==> src/rtl/dmem_lsu.sv <==
// dmem_lsu: byte/half/word load-store unit in front of a 32-bit,
// single-write-enable synchronous data memory (sub-word stores use RMW).
module dmem_lsu #(
    parameter int ADDR_W = 13
) (
    input  logic              i_clk,
    input  logic              i_rst_n,
    input  logic              i_req_valid,
    output logic              o_req_ready,
    input  logic              i_req_we,
    input  logic [ADDR_W+1:0] i_req_addr,
    input  logic [1:0]        i_req_size,
    input  logic              i_req_unsigned,
    input  logic [31:0]       i_req_wdata,
    output logic              o_rsp_valid,
    output logic [31:0]       o_rsp_rdata,
    output logic              o_rsp_err,
    output logic              o_mem_wren,
    output logic [ADDR_W-1:0] o_mem_addr,
    output logic [31:0]       o_mem_wdata,
    input  logic [31:0]       i_mem_rdata
);
    localparam logic [2:0] S_IDLE = 3'd0;
    localparam logic [2:0] S_RD   = 3'd1;
    localparam logic [2:0] S_CAP  = 3'd2;
    localparam logic [2:0] S_WR   = 3'd3;
    localparam logic [2:0] S_RESP = 3'd4;

    logic [2:0]        state_q, state_d;
    logic              we_q, we_d;
    logic [1:0]        size_q, size_d;
    logic              uns_q, uns_d;
    logic [1:0]        lane_q, lane_d;
    logic [31:0]       wdata_q, wdata_d;
    logic              ready_q, ready_d;
    logic              rsp_valid_q, rsp_valid_d;
    logic [31:0]       rsp_rdata_q, rsp_rdata_d;
    logic              rsp_err_q, rsp_err_d;
    logic              wren_q, wren_d;
    logic [ADDR_W-1:0] addr_q, addr_d;
    logic [31:0]       mem_wdata_q, mem_wdata_d;

    logic              req_err;
    logic [4:0]        shamt;
    logic [15:0]       lane_data;
    logic [31:0]       lane_mask;
    logic [31:0]       load_val;
    logic [31:0]       merged;

    always_comb begin
        req_err = (i_req_size == 2'b11)
                | ((i_req_size == 2'b01) & i_req_addr[0])
                | ((i_req_size == 2'b10) & (|i_req_addr[1:0]));
    end

    // Lane extraction and merge share one shift; aligned halves have lane[0]=0.
    always_comb begin
        shamt     = {lane_q, 3'b000};
        lane_data = 16'(i_mem_rdata >> shamt);
        unique case (size_q)
            2'b00: begin
                lane_mask = 32'h0000_00FF << shamt;
                load_val  = {{24{~uns_q & lane_data[7]}}, lane_data[7:0]};
            end
            2'b01: begin
                lane_mask = 32'h0000_FFFF << shamt;
                load_val  = {{16{~uns_q & lane_data[15]}}, lane_data};
            end
            default: begin
                lane_mask = 32'hFFFF_FFFF;
                load_val  = i_mem_rdata;
            end
        endcase
        merged = (i_mem_rdata & ~lane_mask) | ((wdata_q << shamt) & lane_mask);
    end

    always_comb begin
        state_d     = state_q;
        we_d        = we_q;
        size_d      = size_q;
        uns_d       = uns_q;
        lane_d      = lane_q;
        wdata_d     = wdata_q;
        rsp_rdata_d = rsp_rdata_q;
        rsp_err_d   = rsp_err_q;
        addr_d      = addr_q;
        mem_wdata_d = mem_wdata_q;
        rsp_valid_d = 1'b0;
        wren_d      = 1'b0;
        unique case (state_q)
            S_IDLE: begin
                if (i_req_valid && ready_q) begin
                    we_d        = i_req_we;
                    size_d      = i_req_size;
                    uns_d       = i_req_unsigned;
                    lane_d      = i_req_addr[1:0];
                    wdata_d     = i_req_wdata;
                    rsp_rdata_d = '0;
                    rsp_err_d   = req_err;
                    if (req_err) begin
                        state_d     = S_RESP;
                        rsp_valid_d = 1'b1;
                    end else begin
                        addr_d = i_req_addr[ADDR_W+1:2];
                        if (i_req_we && (i_req_size == 2'b10)) begin
                            state_d     = S_WR;
                            wren_d      = 1'b1;
                            mem_wdata_d = i_req_wdata;
                        end else begin
                            state_d = S_RD;
                        end
                    end
                end
            end
            S_RD: state_d = S_CAP;
            S_CAP: begin
                if (we_q) begin
                    state_d     = S_WR;
                    wren_d      = 1'b1;
                    mem_wdata_d = merged;
                end else begin
                    state_d     = S_RESP;
                    rsp_valid_d = 1'b1;
                    rsp_rdata_d = load_val;
                end
            end
            S_WR: begin
                state_d     = S_RESP;
                rsp_valid_d = 1'b1;
            end
            default: state_d = S_IDLE;
        endcase
        ready_d = (state_d == S_IDLE);
    end

    always_ff @(posedge i_clk or negedge i_rst_n) begin
        if (!i_rst_n) begin
            state_q     <= S_IDLE;
            we_q        <= 1'b0;
            size_q      <= 2'b00;
            uns_q       <= 1'b0;
            lane_q      <= 2'b00;
            wdata_q     <= '0;
            ready_q     <= 1'b1;
            rsp_valid_q <= 1'b0;
            rsp_rdata_q <= '0;
            rsp_err_q   <= 1'b0;
            wren_q      <= 1'b0;
            addr_q      <= '0;
            mem_wdata_q <= '0;
        end else begin
            state_q     <= state_d;
            we_q        <= we_d;
            size_q      <= size_d;
            uns_q       <= uns_d;
            lane_q      <= lane_d;
            wdata_q     <= wdata_d;
            ready_q     <= ready_d;
            rsp_valid_q <= rsp_valid_d;
            rsp_rdata_q <= rsp_rdata_d;
            rsp_err_q   <= rsp_err_d;
            wren_q      <= wren_d;
            addr_q      <= addr_d;
            mem_wdata_q <= mem_wdata_d;
        end
    end

    assign o_req_ready = ready_q;
    assign o_rsp_valid = rsp_valid_q;
    assign o_rsp_rdata = rsp_rdata_q;
    assign o_rsp_err   = rsp_err_q;
    assign o_mem_wren  = wren_q;
    assign o_mem_addr  = addr_q;
    assign o_mem_wdata = mem_wdata_q;
endmodule

==> config.mk <==
export PLATFORM = sky130hd
export DESIGN_NAME = dmem_lsu
export DESIGN_NICKNAME = d
export VERILOG_FILES = /design/src/rtl/dmem_lsu.sv
export SDC_FILE = /design/constraint.sdc
export NUM_CORES = 1
export LEC_CHECK = 0
export BUFFER_PORTS_ARGS = -buffer_cell sky130_fd_sc_hd__buf_2
export CORE_MARGIN = 3
export CORE_UTILIZATION = 55
export CTS_BUF_LIST = sky130_fd_sc_hd__clkbuf_4 sky130_fd_sc_hd__clkbuf_8
export DETAILED_ROUTE_END_ITERATION = 16
export HOLD_SLACK_MARGIN = 0.12
export PLACE_DENSITY = 0.83
export RECOVER_POWER = 50
export SYNTH_ARGS = -nofsm -noshare
export SYNTH_HDL_FRONTEND = slang
export SYNTH_SLANG_ARGS = --single-unit
==> constraint.sdc <==
create_clock -name i_clk -period 1.92 [get_ports i_clk]
set_input_delay 0.576 -clock i_clk [delete_from_list [all_inputs] [get_ports i_clk]]
set_output_delay 0.576 -clock i_clk [all_outputs]
set_load 0.03 [all_outputs]
==> impl_metrics.yaml <==
status:
  status: "finished clean"
global_route:
  grt_usage: 0.318
  grt_max_degree: 42
  grt_pass1_wl_mm: 32.2
  grt_overflow: 0
  grt_pass1_vias: 6094
  antenna_found_initial: 0
final_layout:
  fin_nets: 930
  multi_input_area_um2: 3040
  area_growth_pct: 25.8
  drive_above_1_share: 0.339
  final_common_cell: "buf_2"
  regArea_um2: 3060
  layout_common_cells: "buf_2 (165), nand2_1 (164), dfrtp_1 (119), o21ai_0 (58), buf_4 (40)"
  num_antenna_cells: 0
  nFillCells: 818
  fin_util: 0.723
clock_network:
  cts_max_path_buffers: 2
  clkTransAtPathRegs_ns: 0.08
  numCtsBuffers: 17
  cts_tree: "done"
  ctsRootBufferMaster: "clkbuf_8"
  h-tree-depth: 4
  worstSkewPairLatency_ns: 0.44
  postCtsSetupBuffers: 0
  clock-sinks: 122
  cts_hold_buf: 0
yosys:
  synth_nets: 748
  seq_area_frac_synth: 0.480
  netlist_area_um2: 6370
  synth_edf_count: 0
  syn_inst: 662
  synth_xor_area_frac: 0
  synth_top_flop_cell: "dfrtp_1"
  synth_top_family_by_area: "compound AO/OA/AOI/OAI gates"
  synth-compound-area-share: 0.208
  ys_warn_count: 0
  yosys_register_bits: 122
  synthMuxAreaShare: 0.110
  synthSimpleGateAreaFrac: 0.154
  synthAdderAreaFrac: 0
  async_flop_share: 1.00
  syn_area_per_cell_um2: 9.62
  ys_types: 46
worst_setup_path:
  worstPathMaxFanout: 20
  cp-start-kind: "register"
  rrSetupSlack_ns: 0.06
  end_kind: "register"
  critPathRequiredTime_ns: 2.23
  rr_startpoint: "lane_q[1]"
  critical_path_arrival_ns: 2.17
  r2r-end: "o_mem_wdata[0]"
  rr_worst_depth: 7
  crit_type: "register to register"
power_and_ir_drop:
  power.share.clock: 0.167
  ir_drop_v: 0.00118
  p_leak_uw: 0.00396
  p_switching_uw: 6580
  p_int_uw: 7800
  powerDensity_nw_per_um2: 1800
  seq_power_share: 0.319
  netSwitchingFraction: 0.458
  power_frac_comb: 0.514
floorplan:
  num_rows: 38
  start_util: 0.575
  core_um2: 11100
  die_width_um: 114
  die_height_um: 114
  die_area_um2: 12900
  io_pins: 167
timing:
  finalCritPeriodShare: 0.967
  max_slew.worst_pin.slew_ns: 1.00
  fin_crit_ns: 1.86
  rsz0062_at_grt: "true"
  drv_slew: 0
  whs_ns: 0.298
  relSlewSlack: 0.331
  hold_violations: 0
  finalSetupViolCount: 0
  skew_ns: 0.0172
  fmax_mhz: 539
drt:
  wl_met3_mm: 2.06
  vias: 6188
  drtIter0Drc: 712
  top_layer_used: "met4"
  ant_nets: 0
  wl_mm: 20.3
  wl_per_cell_um: 20.4
  wl_met2_mm: 9.29
  drtPass1Iterations: 5
  via_per_inst: 6.21
  wl_met1_mm: 8.23
  drc: 0
place:
  routabilityCongestion: 0.952
  place_hpwl_mm: 14.9
  port_buffers: 166
worst_hold_path:
  hold_class: "input port to async pin"
flow_run:
  drv_cap: 0
==> kinds of logic (layout without fill, tap and decap cells) <==
| kind of cell | after synthesis | after routing |
|---|---|---|
| buffers and inverters | 66 | 260 |
| AND/OR/NAND/NOR | 227 | 227 |
| AO/OA/AOI/OAI | 191 | 191 |
| flip-flops | 122 | 122 |
| multiplexers | 56 | 56 |
==> worst max-delay path: stages, from the launching register on <==
cell and delay (ns):
dfrtp_2 0.49, buf_4 0.24, nor2_2 0.14, buf_4 0.17
nor3b_1 0.06, buf_4 0.15, a211oi_1 0.38, o31ai_1 0.11
==> sequential cells by signal, indices dropped and copies added (netlist names) <==
register,cells
we_q,1
o_rsp_err,1
state_q,3
o_mem_wdata,32
o_mem_addr,13
lane_q,2
o_mem_wren,1
uns_q,1
o_req_ready,1
wdata_q,32
o_rsp_valid,1
o_rsp_rdata,32
size_q,2
==> metrics by stage <==
step	cell area (um2)	TNS, ns	cells	total power [uW]	worst slack [ns]
2_1_floorplan	6370	0	662	9390	0.0992
3_3_place_gp	7640	0	965	11600	0.0330
3_5_place_dp	7640	-1.99	965	11800	-0.136
4_1_cts	8050	0	996	14300	0.0104
5_1_grt	8010	-0.0413	996	15200	-0.0207
6_report	8010	0	996	14400	0.0630
==> cells in the mapped netlist, drive strengths merged, types with 6 or more instances <==
cell type  count  share of area
clkbuf        39          0.023
o221ai        13          0.018
nor4           9          0.011
a211oi        27          0.032
buf           16          0.018
inv           10         0.0059
mux2          13          0.023
a221o         16          0.027
dfrtp        121           0.48
a211o          8          0.011
nor3b          8         0.0094
o31ai          9          0.011
o311a          6         0.0094
nor2          25          0.016
a21oi         28          0.022
nand2        164          0.097
mux4          10          0.035
o21ai         60          0.047
a2bb2oi       14          0.019
mux2i         33          0.052
==> power groups by stage <==
stage | sequential [uW] | combinational (uW) | clock [uW]
2_1_floorplan | 5590 | 3800 | 0
5_1_grt | 4700 | 7950 | 2550
4_1_cts | 4540 | 7360 | 2420
6_report | 4580 | 7400 | 2400
3_5_place_dp | 4540 | 7300 | 0
3_3_place_gp | 4490 | 7110 | 0
==> final cells by class <==
class | count | share of cell area
clock buffers | 19 | 0.0327
clock inverters | 12 | 0.0186
inverters | 11 | 0.00516
multi-input cells | 474 | 0.380
flip-flops and latches | 122 | 0.382
well taps | 140 | 0.0219
repair buffers | 218 | 0.160
==> how the worst max path moves through the flow <==
stage	start	endpoint	depth (start not counted)
final	lane_q[1]	o_mem_wdata[0]	7
after global routing	state_q[2]	o_mem_wdata[25]	7
after CTS	lane_q[0]	o_mem_wdata[26]	5
after detailed placement	i_req_size[0]	o_mem_wdata[25]	8
after global placement	i_mem_rdata[23]	o_rsp_rdata[30]	6
after floorplan	i_req_size[0]	o_mem_wdata[24]	6
==> timing repair <==
item                       4_1_cts  5_1_grt
pin swaps                        0        1
gates cloned                     0        0
setup endpoints to repair       16       34
resized for setup                1        6
hold endpoints to repair         0        0
==> metal layers <==
layer | up-vias | global-route usage
met1 | 2957 | 0.439
li1 | 2748 | -
met3 | 63 | 0.0695
met5 | - | 0
met4 | 0 | 0.126
met2 | 420 | 0.491
Power figures use the tool's default switching activity.
